**src/rtl/div_unit.sv**
```systemverilog
// Multi-cycle radix-2 restoring divider for DIV/DIVU; produces {HI=remainder, LO=quotient}
// and holds the pipeline while a divide is in flight.
module div_unit #(
  parameter int WIDTH = 32
) (
  input  logic               i_clk,
  input  logic               i_rst,
  input  logic               i_start,
  input  logic               i_signed_div,
  input  logic [WIDTH-1:0]   i_opdata1,
  input  logic [WIDTH-1:0]   i_opdata2,
  input  logic               i_annul,
  output logic [2*WIDTH-1:0] o_result,
  output logic               o_ready,
  output logic               o_stall
);
  localparam int CW = $clog2(WIDTH) + 1;

  typedef enum logic [1:0] {S_IDLE, S_DIVZERO, S_ON, S_END} state_t;

  state_t           r_state, w_next;
  logic [CW-1:0]    r_cnt;
  logic [WIDTH-1:0] r_rem, r_quo, r_div;
  logic             r_neg_q, r_neg_r;
  logic             w_go;
  logic [WIDTH-1:0] w_a_mag, w_b_mag, w_rem_fix, w_quo_fix;
  logic [WIDTH:0]   w_trial;

  assign w_go    = i_start & ~i_annul;
  assign w_a_mag = (i_signed_div & i_opdata1[WIDTH-1]) ? -i_opdata1 : i_opdata1;
  assign w_b_mag = (i_signed_div & i_opdata2[WIDTH-1]) ? -i_opdata2 : i_opdata2;

  // Shifted partial remainder can need WIDTH+1 bits; the trial MSB is the borrow.
  assign w_trial   = {r_rem, r_quo[WIDTH-1]} - {1'b0, r_div};
  assign w_rem_fix = r_neg_r ? -r_rem : r_rem;
  assign w_quo_fix = r_neg_q ? -r_quo : r_quo;

  always_ff @(posedge i_clk or posedge i_rst) begin
    if (i_rst) r_state <= S_IDLE;
    else       r_state <= w_next;
  end

  always_comb begin
    w_next = r_state;
    case (r_state)
      S_IDLE:    if (w_go) w_next = (i_opdata2 == '0) ? S_DIVZERO : S_ON;
      S_DIVZERO: w_next = i_annul ? S_IDLE : S_END;
      S_ON: begin
        if (i_annul)                         w_next = S_IDLE;
        else if (r_cnt == CW'(WIDTH - 1))    w_next = S_END;
      end
      S_END:     w_next = S_IDLE;
      default:   w_next = S_IDLE;
    endcase
  end

  always_comb begin
    o_ready  = 1'b0;
    o_stall  = 1'b0;
    o_result = '0;
    case (r_state)
      S_IDLE:          o_stall = w_go;
      S_DIVZERO, S_ON: o_stall = 1'b1;
      S_END: if (!i_annul) begin
        o_ready  = 1'b1;
        o_result = {w_rem_fix, w_quo_fix};
      end
      default: ;
    endcase
  end

  always_ff @(posedge i_clk or posedge i_rst) begin
    if (i_rst) begin
      r_cnt   <= '0;
      r_rem   <= '0;
      r_quo   <= '0;
      r_div   <= '0;
      r_neg_q <= 1'b0;
      r_neg_r <= 1'b0;
    end else begin
      case (r_state)
        S_IDLE: if (w_go) begin
          r_cnt <= '0;
          if (i_opdata2 == '0) begin
            // Divide-by-zero result is staged directly with no sign fix-up.
            r_rem   <= i_opdata1;
            r_quo   <= '1;
            r_div   <= '0;
            r_neg_q <= 1'b0;
            r_neg_r <= 1'b0;
          end else begin
            r_rem   <= '0;
            r_quo   <= w_a_mag;
            r_div   <= w_b_mag;
            r_neg_q <= i_signed_div & (i_opdata1[WIDTH-1] ^ i_opdata2[WIDTH-1]);
            r_neg_r <= i_signed_div & i_opdata1[WIDTH-1];
          end
        end
        S_ON: if (!i_annul) begin
          r_cnt <= r_cnt + CW'(1);
          r_rem <= w_trial[WIDTH] ? {r_rem[WIDTH-2:0], r_quo[WIDTH-1]} : w_trial[WIDTH-1:0];
          r_quo <= {r_quo[WIDTH-2:0], ~w_trial[WIDTH]};
        end
        default: ;
      endcase
    end
  end
endmodule

```
**config.mk**
```make
export PLATFORM = sky130hd
export DESIGN_NAME = div_unit
export DESIGN_NICKNAME = d
export VERILOG_FILES = /design/src/rtl/div_unit.sv
export SDC_FILE = /design/constraint.sdc
export NUM_CORES = 1
export LEC_CHECK = 0
export CAP_MARGIN = 20
export CORE_MARGIN = 2
export CORE_UTILIZATION = 51
export DETAILED_ROUTE_END_ITERATION = 16
export PLACE_DENSITY = 0.78
export SETUP_SLACK_MARGIN = 0.2
export SLEW_MARGIN = 30
export SYNTH_ARGS = -nofsm -noshare
export SYNTH_HDL_FRONTEND = slang
export SYNTH_SLANG_ARGS = --single-unit
export TNS_END_PERCENT = 50
```
**constraint.sdc**
```tcl
create_clock -name i_clk -period 3.4 [get_ports i_clk]
set_input_delay 0.68 -clock i_clk [delete_from_list [all_inputs] [get_ports i_clk]]
set_output_delay 0.68 -clock i_clk [all_outputs]
set_load 0.01 [all_outputs]
```
==> results.toml, run 1 <==
[setup_path]
crit_path_end_kind = "output pin"
crit_arrival_ns = 3.19
max_stage_delay_ns = 0.54
crit_path_frequent_cell = "or4_4"
worst-path-buf-inv = 1
crit_type = "reg -> out"
cpLargestDelayFamily = "simple AND/OR/NAND/NOR gates"
start_kind = "flip-flop"
critPathRequiredTime_ns = 2.72
crit_chain = "or4_4, or3_4, or4_4, or4_4, o41ai_4, xor2_1, nor2_1, buf_2"
cp_slowest_cell = "or4_4"
crit_fanout = 3

[grt]
antenna_found_initial = 0
grt-ovfl-total = 0
grt_pass1_wl_um = 46300
grt_max_degree = 69
grtUsageTotal = 0.287
grt_pass1_vias = 9414

[flow_run]
cap_violations = 0

[sta]
min_period_over_period = 1.14
final.min_clock_period_ns = 3.87
setup_tns_ns = -3.35
tightest_slew_ns = 0.646
hold_viol = 0
fmax_mhz = 258
setup_ws_ns = -0.470
relSlewSlack = 0.569
rsz0062_at_grt = "true"
fin_skew_ns = 0.00454
setup_viol = 22
slew_violations = 0

[floorplan]
io_pins = 135
core.rowCount = 50
start_util = 0.518
dieArea_um2 = 20100
die_y_um = 142
die_x_um = 142
design.core.area_um2 = 18600

[synthesis]
avgSynthCellArea_um2 = 7.48
ys_ff_latch = 106
synth_edf_count = 0
ys_warn_count = 0
syn_nets = 1403
synth-seq-area-share = 0.274
synth-main-ff-cell = "dfrtp_1"
synthesis.area_um2 = 9670
async_flop_share = 1.00
syn_inst = 1292
ys_types = 62

[cts]
clk-insertion-delay-late_ns = 0.35
htreeDepth = 3
cts_root_buffer = "clkbuf_16"
cts_tree = "built"
cts_sinks = 106
clk_path_buf_depth = 2
cts.clk_slew.worst_paths_ns = 0.07
numCtsBuffers = 9
ctsHoldBuffers = 0

[route]
drc = 0
vias = 10275
drtIter0Drc = 697
ant_nets = 0
routedWlPerCell_um = 16.8
wl_um = 29400
firstDrtPassIters = 5
routed_via_density = 5.87

[placement]
dpl_worst_slack_ns = -0.486
place.gp.congestion = 0.941
place_hpwl_um = 22500
io_buffer_count = 134

[pwr]
p_per_area_nw_per_um2 = 1020
vdd_drop_max_mv = 0.458
p_leak_nw = 5.45
power_mw = 13.0

[outcome]
status = "finished with violations"
violations = "negative setup slack"

[final_layout]
nFillCells = 1564
final_util = 0.685
antenna_cells = 0
nets = 1622
drive_above_1_share = 0.170
synthToLayoutAreaGrowth_pct = 32.1

[min_path]
hold_class = "reg -> reg"
==> registers in the layout (all words and copies together) (netlist names) <==
signal and flops:
r_state 2, r_div 32, r_neg_r 1, r_cnt 6, r_quo 32, r_neg_q 1, r_rem 32
==> report_power, final <==
| group | internal, mW | switching, mW |
|---|---|---|
| Sequential | 1.84 | 0.592 |
| Combinational | 4.04 | 5.38 |
| Clock | 0.668 | 0.477 |
| Total | 6.55 | 6.44 |
==> tightest hold or removal path: stages (launching register included) <==
cell and delay, ns:
dfrtp_1 0.34, nand2_1 0.04, o21ai_0 0.06
==> per-layer routing <==
layer	GRT usage	up-vias	wire length, um
li1	-	5060	-
met1	0.387	4781	13100
met2	0.484	393	13900
met3	0.0280	41	1790
met4	0.0995	0	588
met5	0	-	0
==> stage by stage <==
stage | cell area (um^2) | std cells | hold slack [ns]
global placement | 12100 | 1723 | 0.462
floorplan | 9670 | 1292 | 0.450
CTS | 12600 | 1746 | 0.487
global route | 12800 | 1750 | 0.500
finish | 12800 | 1750 | 0.479
detailed placement | 12100 | 1723 | 0.471
==> worst paths after layout <==
kind                                         endpoint                   from  slack, ns  depth (start not counted)
worst min register to register  r_div[27]$_DFFE_PP0P_  r_div[27]$_DFFE_PP0P_       0.48                          2
worst max register to register  r_rem[24]$_DFFE_PP0P_  r_quo[31]$_DFFE_PP0P_       0.31                         12
worst min-delay path            r_div[27]$_DFFE_PP0P_  r_div[27]$_DFFE_PP0P_       0.48                          2
min in group asynchronous        r_quo[0]$_DFFE_PP0P_                  i_rst       0.64                          2
max in group asynchronous       r_div[31]$_DFFE_PP0P_                  i_rst       2.00                          3
worst max-delay path                     o_result[61]  r_rem[13]$_DFFE_PP0P_      -0.47                          8
==> timing repair <==
action                     in CTS  in global routing
gates resized for setup       142                 53
buffers inserted                7                  4
pin swaps                      29                 41
setup endpoints to repair      41                 81
==> cells in the final DEF, fill, tap and decap left out, drive strengths merged, types with 24 or more instances in the layout <==
cell type / n
a21oi: 147
buf: 162
clkdlybuf4s50: 104
dfrtp: 106
ha: 41
inv: 64
nand2: 142
nand3: 25
nor2: 115
nor3: 27
o21ai: 153
o31ai: 29
or3: 24
xnor2: 60
xor2: 81
==> logic make-up (layout without fill, tap and decap cells) <==
logic type	Yosys count	count (layout)	share of synthesized area
DFF	106	106	0.274
muxes	12	12	0.0124
xor gates and xnor gates	141	141	0.128
AOI/OAI and AO/OA	450	450	0.278
buffers and inverters	129	353	0.0509
adders and majority gates	42	42	0.0551
and+or+nand+nor	412	412	0.201
==> cells in the mapped netlist (all sizes together) (10+ instances only) <==
master,instances,share of area
a21o,19,0.015
a21oi,147,0.076
a22oi,17,0.013
a31oi,15,0.0097
and2,10,0.0065
clkbuf,59,0.023
dfrtp,106,0.27
ha,41,0.053
inv,64,0.025
mux2i,12,0.012
nand2,142,0.055
nand3,25,0.013
nor2,115,0.045
nor3,27,0.015
nor4,11,0.0078
o21ai,153,0.079
o31ai,29,0.023
o41ai,16,0.015
or3,24,0.016
or4,18,0.015
xnor2,60,0.054
xor2,81,0.073
==> area by class of cell <==
cell class                      count  area (um^2)  area share
Tap cell                          234          293      0.0229
Sequential cell                   106         2660       0.208
Inverter                           64          244      0.0191
Clock inverter                      4         73.8     0.00578
Multi-Input combinational cell   1057         6930       0.543
Timing Repair Buffer              273         2320       0.182
Clock buffer                       12          246      0.0193
(Power assumes the default switching activity.)
==> run 2, diff against run 1 <==
Settings changed: CTS_CLUSTER_DIAMETER set to 40, SETUP_SLACK_MARGIN 0.2 to 0.05.
==> run 2 against run 1 <==
Compared with the run above:
- the flow still finishes with violations (negative setup slack)
- global-route usage is 0.23 points lower
- via count decreased by 0.18%
- die area is the same
==> results.toml, run 2 (same netlist as run 1, synthesis figures left out) <==
[outcome]
status = "finished with violations"
violations = "negative setup slack"

[sta]
min_period_over_period = 1.14
hold_viol = 0
fin_hold_ws_ns = 0.479
setup_viol = 24
fmax_mhz = 259
tightest_slew_ns = 0.635
rsz0062_at_grt = "true"
relSlewSlack = 0.576
setup_ws_ns = -0.464
fin_skew_ns = 0.00565
final.min_clock_period_ns = 3.86
slew_violations = 0

[final_layout]
reg.largest.list = "r_div: 32 flops, r_quo: 32 flops, r_rem: 32 flops"
nets = 1618
final_cell_mix = "o21ai_0, a21oi_1, nand2_1, buf_4, nor2_1"
antenna_cells = 0
drive_above_1_share = 0.149
synthToLayoutAreaGrowth_pct = 30.5
mostFrequentLayoutCell = "o21ai_0"
nFillCells = 1583

[grt]
grt_max_degree = 69
grt_pass1_wl_um = 45900
grt-ovfl-total = 0
grtUsageTotal = 0.284
grt_pass1_vias = 9324
antenna_found_initial = 0

[floorplan]
io_pins = 135
core.rowCount = 50
design.core.area_um2 = 18600
dieArea_um2 = 20100
die_x_um = 142
start_util = 0.518
die_y_um = 142

[route]
wl_um = 29000
firstDrtPassIters = 5
routedWlPerCell_um = 16.6
ant_nets = 0
drc = 0
vias = 10256
routed_via_density = 5.87
drtIter0Drc = 766

[pwr]
p_per_area_nw_per_um2 = 1010
p_leak_nw = 5.39
vdd_drop_max_mv = 0.455
power_mw = 12.8

[cts]
clk-insertion-delay-late_ns = 0.35
cts_root_buffer = "clkbuf_16"
clk_path_buf_depth = 2
cts_tree = "built"
cts.clk_slew.worst_paths_ns = 0.07
cts_sinks = 106
htreeDepth = 3
ctsHoldBuffers = 0
numCtsBuffers = 9

[placement]
io_buffer_count = 134
place_hpwl_um = 22500
place.gp.congestion = 0.941

[setup_path]
crit_fanout = 3
start_kind = "flip-flop"
crit_type = "reg -> out"
critPathRequiredTime_ns = 2.72
crit_path_end_kind = "output pin"
crit_arrival_ns = 3.18

[flow_run]
cap_violations = 0

[min_path]
hold_class = "reg -> reg"
==> run 2: metrics by stage <==
stage / cells / setup WS, ns / area (um^2) / TNS (ns) / utilization
2_1_floorplan: 1292 / -0.00502 / 9670 / -0.00502 / -
3_3_place_gp: 1723 / -0.427 / 12100 / -3.21 / 0.647
3_5_place_dp: 1723 / -0.486 / 12100 / -4.56 / 0.647
4_1_cts: 1743 / -0.535 / 12500 / -3.27 / 0.670
5_1_grt: 1746 / -0.550 / 12600 / -5.77 / 0.677
6_report: 1746 / -0.464 / 12600 / -3.65 / 0.677
==> run 2: worst max-delay path: stages, from the launching register on <==
cell     delay [ns]
dfrtp_1        0.38
or4_4          0.53
or3_4          0.39
or4_4          0.44
or4_4          0.48
o41ai_4        0.23
xor2_1         0.16
nor2_1         0.06
buf_2          0.14
==> run 2: area by class of cell <==
type	count	area, um^2	share of cell area
tap	234	293	0.0232
timing repair buffer	269	2320	0.184
inverter	64	244	0.0193
clock buffer	12	246	0.0195
clock inverter	4	73.8	0.00585
sequential	106	2660	0.211
multi-input combinational	1057	6780	0.538
==> run 2: timing repair <==
| item | 4_1_cts | 5_1_grt |
|---|---|---|
| pin swaps | 18 | 23 |
| gates resized for setup | 119 | 25 |
| endpoints found under the setup margin | 34 | 57 |
| cloned | 0 | 0 |
| setup buffers | 5 | 4 |
| hold endpoints to repair | 0 | 0 |
==> run 2: metal layers <==
metal / track usage / part of all wire / vias to the layer above
met5: 0 / 0 / -
met4: 0.101 / 0.022 / 0
met3: 0.0283 / 0.063 / 48
met2: 0.479 / 0.47 / 387
met1: 0.383 / 0.44 / 4762
li1: - / - / 5059
==> run 2: power breakdown <==
part	internal, mW	switching [mW]
combinational	3.97	5.26
sequential	1.84	0.569
clock	0.668	0.474
==> run 2: path summary, 6_finish.rpt <==
kind,from,to,cells after the start,slack (ns)
min reg2reg,r_div[27]$_DFFE_PP0P_,r_div[27]$_DFFE_PP0P_,2,0.48
max reg2reg,r_quo[31]$_DFFE_PP0P_,r_rem[24]$_DFFE_PP0P_,13,0.19
max,r_rem[13]$_DFFE_PP0P_,o_result[61],8,-0.46
min in group asynchronous,i_rst,r_quo[0]$_DFFE_PP0P_,2,0.63
min,r_div[27]$_DFFE_PP0P_,r_div[27]$_DFFE_PP0P_,2,0.48
max in group asynchronous,i_rst,r_div[24]$_DFFE_PP0P_,3,2.01
